<file path="src/rtl/mdu_seq.sv">
// Iterative multiply/divide sequencer owning HI/LO; one shift-add or shift-subtract step per cycle.
// Latency: WIDTH+1 cycles from accept edge to HI/LO commit (done pulses the cycle after commit).
// Backpressure: stall asks the pipeline to hold a HI/LO user in ID while a start or RUN is in progress.
module mdu_seq #(
    parameter int WIDTH   = 32,
    parameter int CNT_BIT = 6
) (
    input  logic             clk,
    input  logic             rst_n,
    input  logic             ex_start,
    input  logic [1:0]       ex_op,
    input  logic [WIDTH-1:0] ex_src_a,
    input  logic [WIDTH-1:0] ex_src_b,
    input  logic [1:0]       ex_hilo_we,
    input  logic [WIDTH-1:0] ex_hilo_wdat,
    input  logic             id_hilo_use,
    output logic             stall,
    output logic             busy,
    output logic [WIDTH-1:0] hi,
    output logic [WIDTH-1:0] lo,
    output logic             done,
    output logic             div_zero
);

    typedef enum logic [1:0] {IDLE, RUN, FIX} state_t;

    state_t             state;
    logic [CNT_BIT-1:0] cnt;
    logic [WIDTH:0]     p_hi;      // partial product high half / division remainder (extra carry bit)
    logic [WIDTH-1:0]   p_lo;      // multiplier being consumed / dividend shifting into quotient
    logic [WIDTH-1:0]   opb;       // multiplicand or divisor magnitude
    logic [WIDTH-1:0]   raw_a;     // original dividend, returned in HI on divide by zero
    logic               neg_res;
    logic               neg_rem;
    logic               is_div;
    logic               div0;

    // Operand decode at accept: ex_op[1] selects divide, ex_op[0] selects signed.
    logic               op_signed;
    logic [WIDTH-1:0]   a_mag;
    logic [WIDTH-1:0]   b_mag;
    // Datapath step and final sign correction.
    logic [WIDTH:0]     mul_sum;
    logic [WIDTH:0]     div_shift;
    logic [WIDTH:0]     div_diff;
    logic [2*WIDTH-1:0] prod;
    logic [2*WIDTH-1:0] prod_fix;
    logic [WIDTH-1:0]   quo_fix;
    logic [WIDTH-1:0]   rem_fix;

    assign op_signed = ex_op[0];
    assign a_mag     = (op_signed && ex_src_a[WIDTH-1]) ? -ex_src_a : ex_src_a;
    assign b_mag     = (op_signed && ex_src_b[WIDTH-1]) ? -ex_src_b : ex_src_b;

    assign mul_sum   = p_hi + (p_lo[0] ? {1'b0, opb} : {(WIDTH+1){1'b0}});
    assign div_shift = {p_hi[WIDTH-1:0], p_lo[WIDTH-1]};
    assign div_diff  = div_shift - {1'b0, opb};

    assign prod      = {p_hi[WIDTH-1:0], p_lo};
    assign prod_fix  = neg_res ? -prod : prod;
    assign quo_fix   = neg_res ? -p_lo : p_lo;
    assign rem_fix   = neg_rem ? -p_hi[WIDTH-1:0] : p_hi[WIDTH-1:0];

    assign busy  = (state != IDLE);
    // FIX is deliberately excluded: the waiting instruction enters EX on the commit edge.
    assign stall = id_hilo_use && (ex_start || state == RUN);

    // Sequencer FSM, datapath registers, HI/LO and completion pulses.
    always_ff @(posedge clk or negedge rst_n) begin
        if (!rst_n) begin
            state    <= IDLE;
            cnt      <= '0;
            p_hi     <= '0;
            p_lo     <= '0;
            opb      <= '0;
            raw_a    <= '0;
            neg_res  <= 1'b0;
            neg_rem  <= 1'b0;
            is_div   <= 1'b0;
            div0     <= 1'b0;
            hi       <= '0;
            lo       <= '0;
            done     <= 1'b0;
            div_zero <= 1'b0;
        end else begin
            done     <= 1'b0;
            div_zero <= 1'b0;
            case (state)
                IDLE: begin
                    if (ex_start) begin
                        p_hi    <= '0;
                        p_lo    <= a_mag;
                        opb     <= b_mag;
                        raw_a   <= ex_src_a;
                        is_div  <= ex_op[1];
                        div0    <= (ex_src_b == '0);
                        neg_res <= op_signed && (ex_src_a[WIDTH-1] ^ ex_src_b[WIDTH-1]);
                        neg_rem <= op_signed && ex_src_a[WIDTH-1];
                        cnt     <= CNT_BIT'(WIDTH-1);
                        state   <= RUN;
                    end else begin
                        if (ex_hilo_we[1]) hi <= ex_hilo_wdat;
                        if (ex_hilo_we[0]) lo <= ex_hilo_wdat;
                    end
                end
                RUN: begin
                    if (is_div) begin
                        // Restoring step: keep the difference only if it did not borrow.
                        p_hi <= div_diff[WIDTH] ? div_shift : div_diff;
                        p_lo <= {p_lo[WIDTH-2:0], ~div_diff[WIDTH]};
                    end else begin
                        {p_hi, p_lo} <= {mul_sum, p_lo} >> 1;
                    end
                    cnt <= cnt - 1'b1;
                    if (cnt == '0) state <= FIX;
                end
                FIX: begin
                    if (!is_div) begin
                        hi <= prod_fix[2*WIDTH-1:WIDTH];
                        lo <= prod_fix[WIDTH-1:0];
                    end else if (div0) begin
                        hi <= raw_a;
                        lo <= '1;
                    end else begin
                        hi <= rem_fix;
                        lo <= quo_fix;
                    end
                    done     <= 1'b1;
                    div_zero <= is_div && div0;
                    state    <= IDLE;
                end
                default: state <= IDLE;
            endcase
        end
    end

endmodule

</file>
<file path="config.mk">
export PLATFORM = sky130hd
export DESIGN_NAME = mdu_seq
export DESIGN_NICKNAME = d
export VERILOG_FILES = /design/src/rtl/mdu_seq.sv
export SDC_FILE = /design/constraint.sdc
export NUM_CORES = 1
export LEC_CHECK = 0
export ABC_AREA = 1
export BUFFER_PORTS_ARGS = -buffer_cell sky130_fd_sc_hd__buf_4
export CELL_PAD_IN_SITES_DETAIL_PLACEMENT = 0
export CELL_PAD_IN_SITES_GLOBAL_PLACEMENT = 1
export CORE_UTILIZATION = 43
export CTS_CLUSTER_DIAMETER = 200
export CTS_CLUSTER_SIZE = 30
export DETAILED_ROUTE_END_ITERATION = 10
export PLACE_DENSITY = 0.92
export SLEW_MARGIN = 20
export SYNTH_ARGS = -nofsm -noshare
export SYNTH_HDL_FRONTEND = slang
export SYNTH_SLANG_ARGS = --single-unit
</file>
<file path="constraint.sdc">
create_clock -name clk -period 3.9 [get_ports clk]
set_clock_uncertainty 0.05 [all_clocks]
set_input_delay 0.195 -clock clk [delete_from_list [all_inputs] [get_ports clk]]
set_output_delay 0.195 -clock clk [all_outputs]
set_load 0.005 [all_outputs]
</file>
==> flow_summary.toml <==
[layout]
drive_gt1_frac = 0.0881
final_common_cell = "nand2_1"
design_area_um2 = 21900
diodes = 0
utilization = 0.506
seq_area_um2 = 5180
instances_no_fill = 3955
synthToLayoutAreaGrowth_pct = 15.1
multiInputGateArea_um2 = 11900
mostFrequentLayoutCells = "nand2_1, inv_1, nor2_1, a21oi_1, nand3_1"
n_fill_cell = 4593
nets = 3546

[drt]
drtPass1Iterations = 9
routedWlPerCell_um = 21.8
drc = 0
drt-total-wl_mm = 86.2
routed_via_density = 5.71
vias = 22590
drt_iter0_markers = 2850
antenna_left = 0

[timing]
worst_pin_slew_ns = 1.16
period_needed_ns = 3.53
setup_violations = 0
fmax_mhz = 283
whs_ns = 0.000385
hold_viol_final = 0
slew_headroom = 0.229
finalCritPeriodShare = 0.906
fin_tns_setup_ns = 0
setup_slack_ns = 0.368
grt_setup_unrepaired = "false"
final_max_slew_viol_count = 0

[global_route]
gr-total-overflow = 0
antenna_found_initial = 8
grt_use_total = 0.377
grt_pass1_wl_mm = 127
grt_pass1_vias = 20459
grt_max_degree = 133

[worst_setup_path]
regToRegEndpoint = "p_hi[8]$_DFFE_PN0P_"
path_class = "reg -> reg"
critPathTopFamily = "compound AO/OA/AOI/OAI gates"
path_buf_inv = 3
rrSetupSlack_ns = 0.37
setup.worst_path.start = "p_hi[12]$_DFFE_PN0P_"
end_kind = "flip-flop"
worstRegToRegCells = 17
crit_path_max_fanout = 14
cp_data_arrival_time_ns = 3.84
slowest_stage = "dfrtp_1"
crit_required_ns = 4.21
crit_chain = "ha_1, a21oi_1, o21ai_0, inv_1, nand3_1, nand2_1, nand2_1, nand2_1, a21oi_1, or2_2, ha_1, inv_1, buf_4, a21oi_1, o21ai_0, o211ai_1, o21ai_0"
cp-start-kind = "flip-flop"
slowest_delay_ns = 0.54
r2r_start = "p_hi[12]$_DFFE_PN0P_"

[logic_synthesis]
synth_top_family_by_area = "simple AND/OR/NAND/NOR gates"
yosysTopAreaCell = "dfrtp_1"
syn_area_per_cell_um2 = 5.97
ys_seq_area_frac = 0.272
synth_warnings = 0
yosys.area_share.adder = 0.0488
async_flop_share = 1.00
netlist.area_leader.share = 0.272
synth.distinct_cells = 52
synthMuxAreaShare = 0
syn_area_um2 = 19000
synthSimpleGateAreaFrac = 0.368
synth-main-ff-cell = "dfrtp_1"
ys_ff_latch = 207
synth.area.top_cells = "dfrtp_1, nand2_1, inv_1"
synth_nets = 3365
synth_compound_area_frac = 0.182
syn_inst = 3188
synth_edf_count = 0
synth-xor-area-share = 0.0239

[pwr]
ir_drop_mv = 0.444
p_leak_nw = 11.1
power.total_mw = 21.1
powerDensity_nw_per_um2 = 964

[clocking]
cts_made_buffers = 10
cts_resized = 0
cts_buffer_depth = 3
path_clk_slew_ns = 0.12
clock-sinks = 207
cts_tree = "done"
clock_latency_ns = 0.52
htree_levels = 1
cts_root_buf = "clkbuf_16"

[status]
status = "complete, no violations"

[floorplan]
die_area_um2 = 45100
core_area_um2 = 43400
row_count = 76
dieWidth_um = 212
initial_utilization = 0.439
die_h_um = 212
pin_count = 172

[hold_path]
whs_endpoint = "opb[11]$_DFFE_PN0P_"
min_delay_path_depth = 3
hold_path.class = "in -> reg"
min_from = "ex_src_b[11]"

[placement]
pre_cts_ws_ns = 0.491
placed_area_um2 = 21000
dp.cells = 3880
routabilityCongestion = 1.01
post-dp-hpwl_mm = 68.6
port_buffers = 171

[flow_run]
max_cap_viol_count = 0
## area by class of cell
| class | count | share of cell area |
|---|---|---|
| Clock inverter | 1 | 0.000228 |
| Tap cell | 585 | 0.0334 |
| Multi-Input combinational cell | 2452 | 0.541 |
| Inverter | 413 | 0.0708 |
| Sequential cell | 207 | 0.236 |
| Clock buffer | 12 | 0.0127 |
| Timing Repair Buffer | 285 | 0.106 |
## worst reg2reg max path, stage by stage, from the launching register on
cell	delay, ns
dfrtp_1	0.54
ha_1	0.41
a21oi_1	0.22
o21ai_0	0.16
inv_1	0.10
nand3_1	0.14
nand2_1	0.14
nand2_1	0.07
nand2_1	0.08
a21oi_1	0.06
or2_2	0.30
ha_1	0.40
inv_1	0.10
buf_4	0.20
a21oi_1	0.13
o21ai_0	0.09
o211ai_1	0.09
o21ai_0	0.12
## sequential cells by signal, summed over array words and instances, names as in the netlist
register,count
neg_res,1
is_div,1
div0,1
done,1
cnt,6
neg_rem,1
hi,32
lo,32
div_zero,1
p_lo,32
opb,32
state,2
p_hi,33
raw_a,32
## cell usage after synthesis (3+ instances only)
master,number
a21boi_0,7
a22oi_1,7
xor2_1,37
ha_1,71
nand3_2,5
o211ai_1,15
buf_2,21
o22ai_1,4
inv_1,396
a21o_1,8
xnor2_1,15
nand3_1,288
nor3_1,29
o21ai_0,264
or2_2,7
inv_2,14
nor2_2,12
nand4_1,32
o21ai_2,3
nand2_2,7
o21a_1,4
clkinv_1,3
nand2_1,909
a31oi_1,9
nor2_1,366
o21ai_1,13
clkbuf_1,81
buf_1,14
nand3b_1,8
and2_1,3
nor2_4,7
a21oi_1,288
dfrtp_1,207
o21bai_1,9
## what timing repair did
| item | CTS | global route |
|---|---|---|
| hold buffers | 62 | 0 |
| buffers inserted | 0 | 0 |
| endpoints found under the hold margin | 110 | 0 |
## power breakdown
part	total (mW)	leakage (nW)	switching [mW]	internal [mW]
registers	4.33	2.44	1.10	3.23
logic	15.5	8.51	10.6	4.89
clock network	1.28	0.141	0.766	0.518
## cell families (layout without fill, tap and decap cells)
| kind of cell | after synthesis | in the layout |
|---|---|---|
| buffers and inverters | 529 | 711 |
| AOI/OAI and AO/OA | 648 | 648 |
| DFF | 207 | 207 |
| adders and majority gates | 73 | 73 |
| xor gates and xnor gates | 52 | 52 |
| and+or+nand+nor | 1679 | 1679 |
## metal layers
metal  wire, µm  part of all wire  vias up  track usage
met5         49           0.00057        -            0
met4       1760             0.020        8       0.0727
met3      10600              0.12      103        0.106
met2      34000              0.39     1215        0.521
met1      39800              0.46    10595        0.575
li1           -                 -    10669            -
## how the worst max path moves through the flow
stage	endpoint	slack, ns	depth (start not counted)
after floorplan	p_hi[6]$_DFFE_PN0P_	0.33	22
after global placement	p_hi[16]$_DFFE_PN0P_	0.54	24
after detailed placement	p_hi[8]$_DFFE_PN0P_	0.49	17
after CTS	p_hi[8]$_DFFE_PN0P_	0.43	17
after global routing	p_hi[8]$_DFFE_PN0P_	0.08	17
final	p_hi[8]$_DFFE_PN0P_	0.37	17
(Power assumes the default switching activity.)
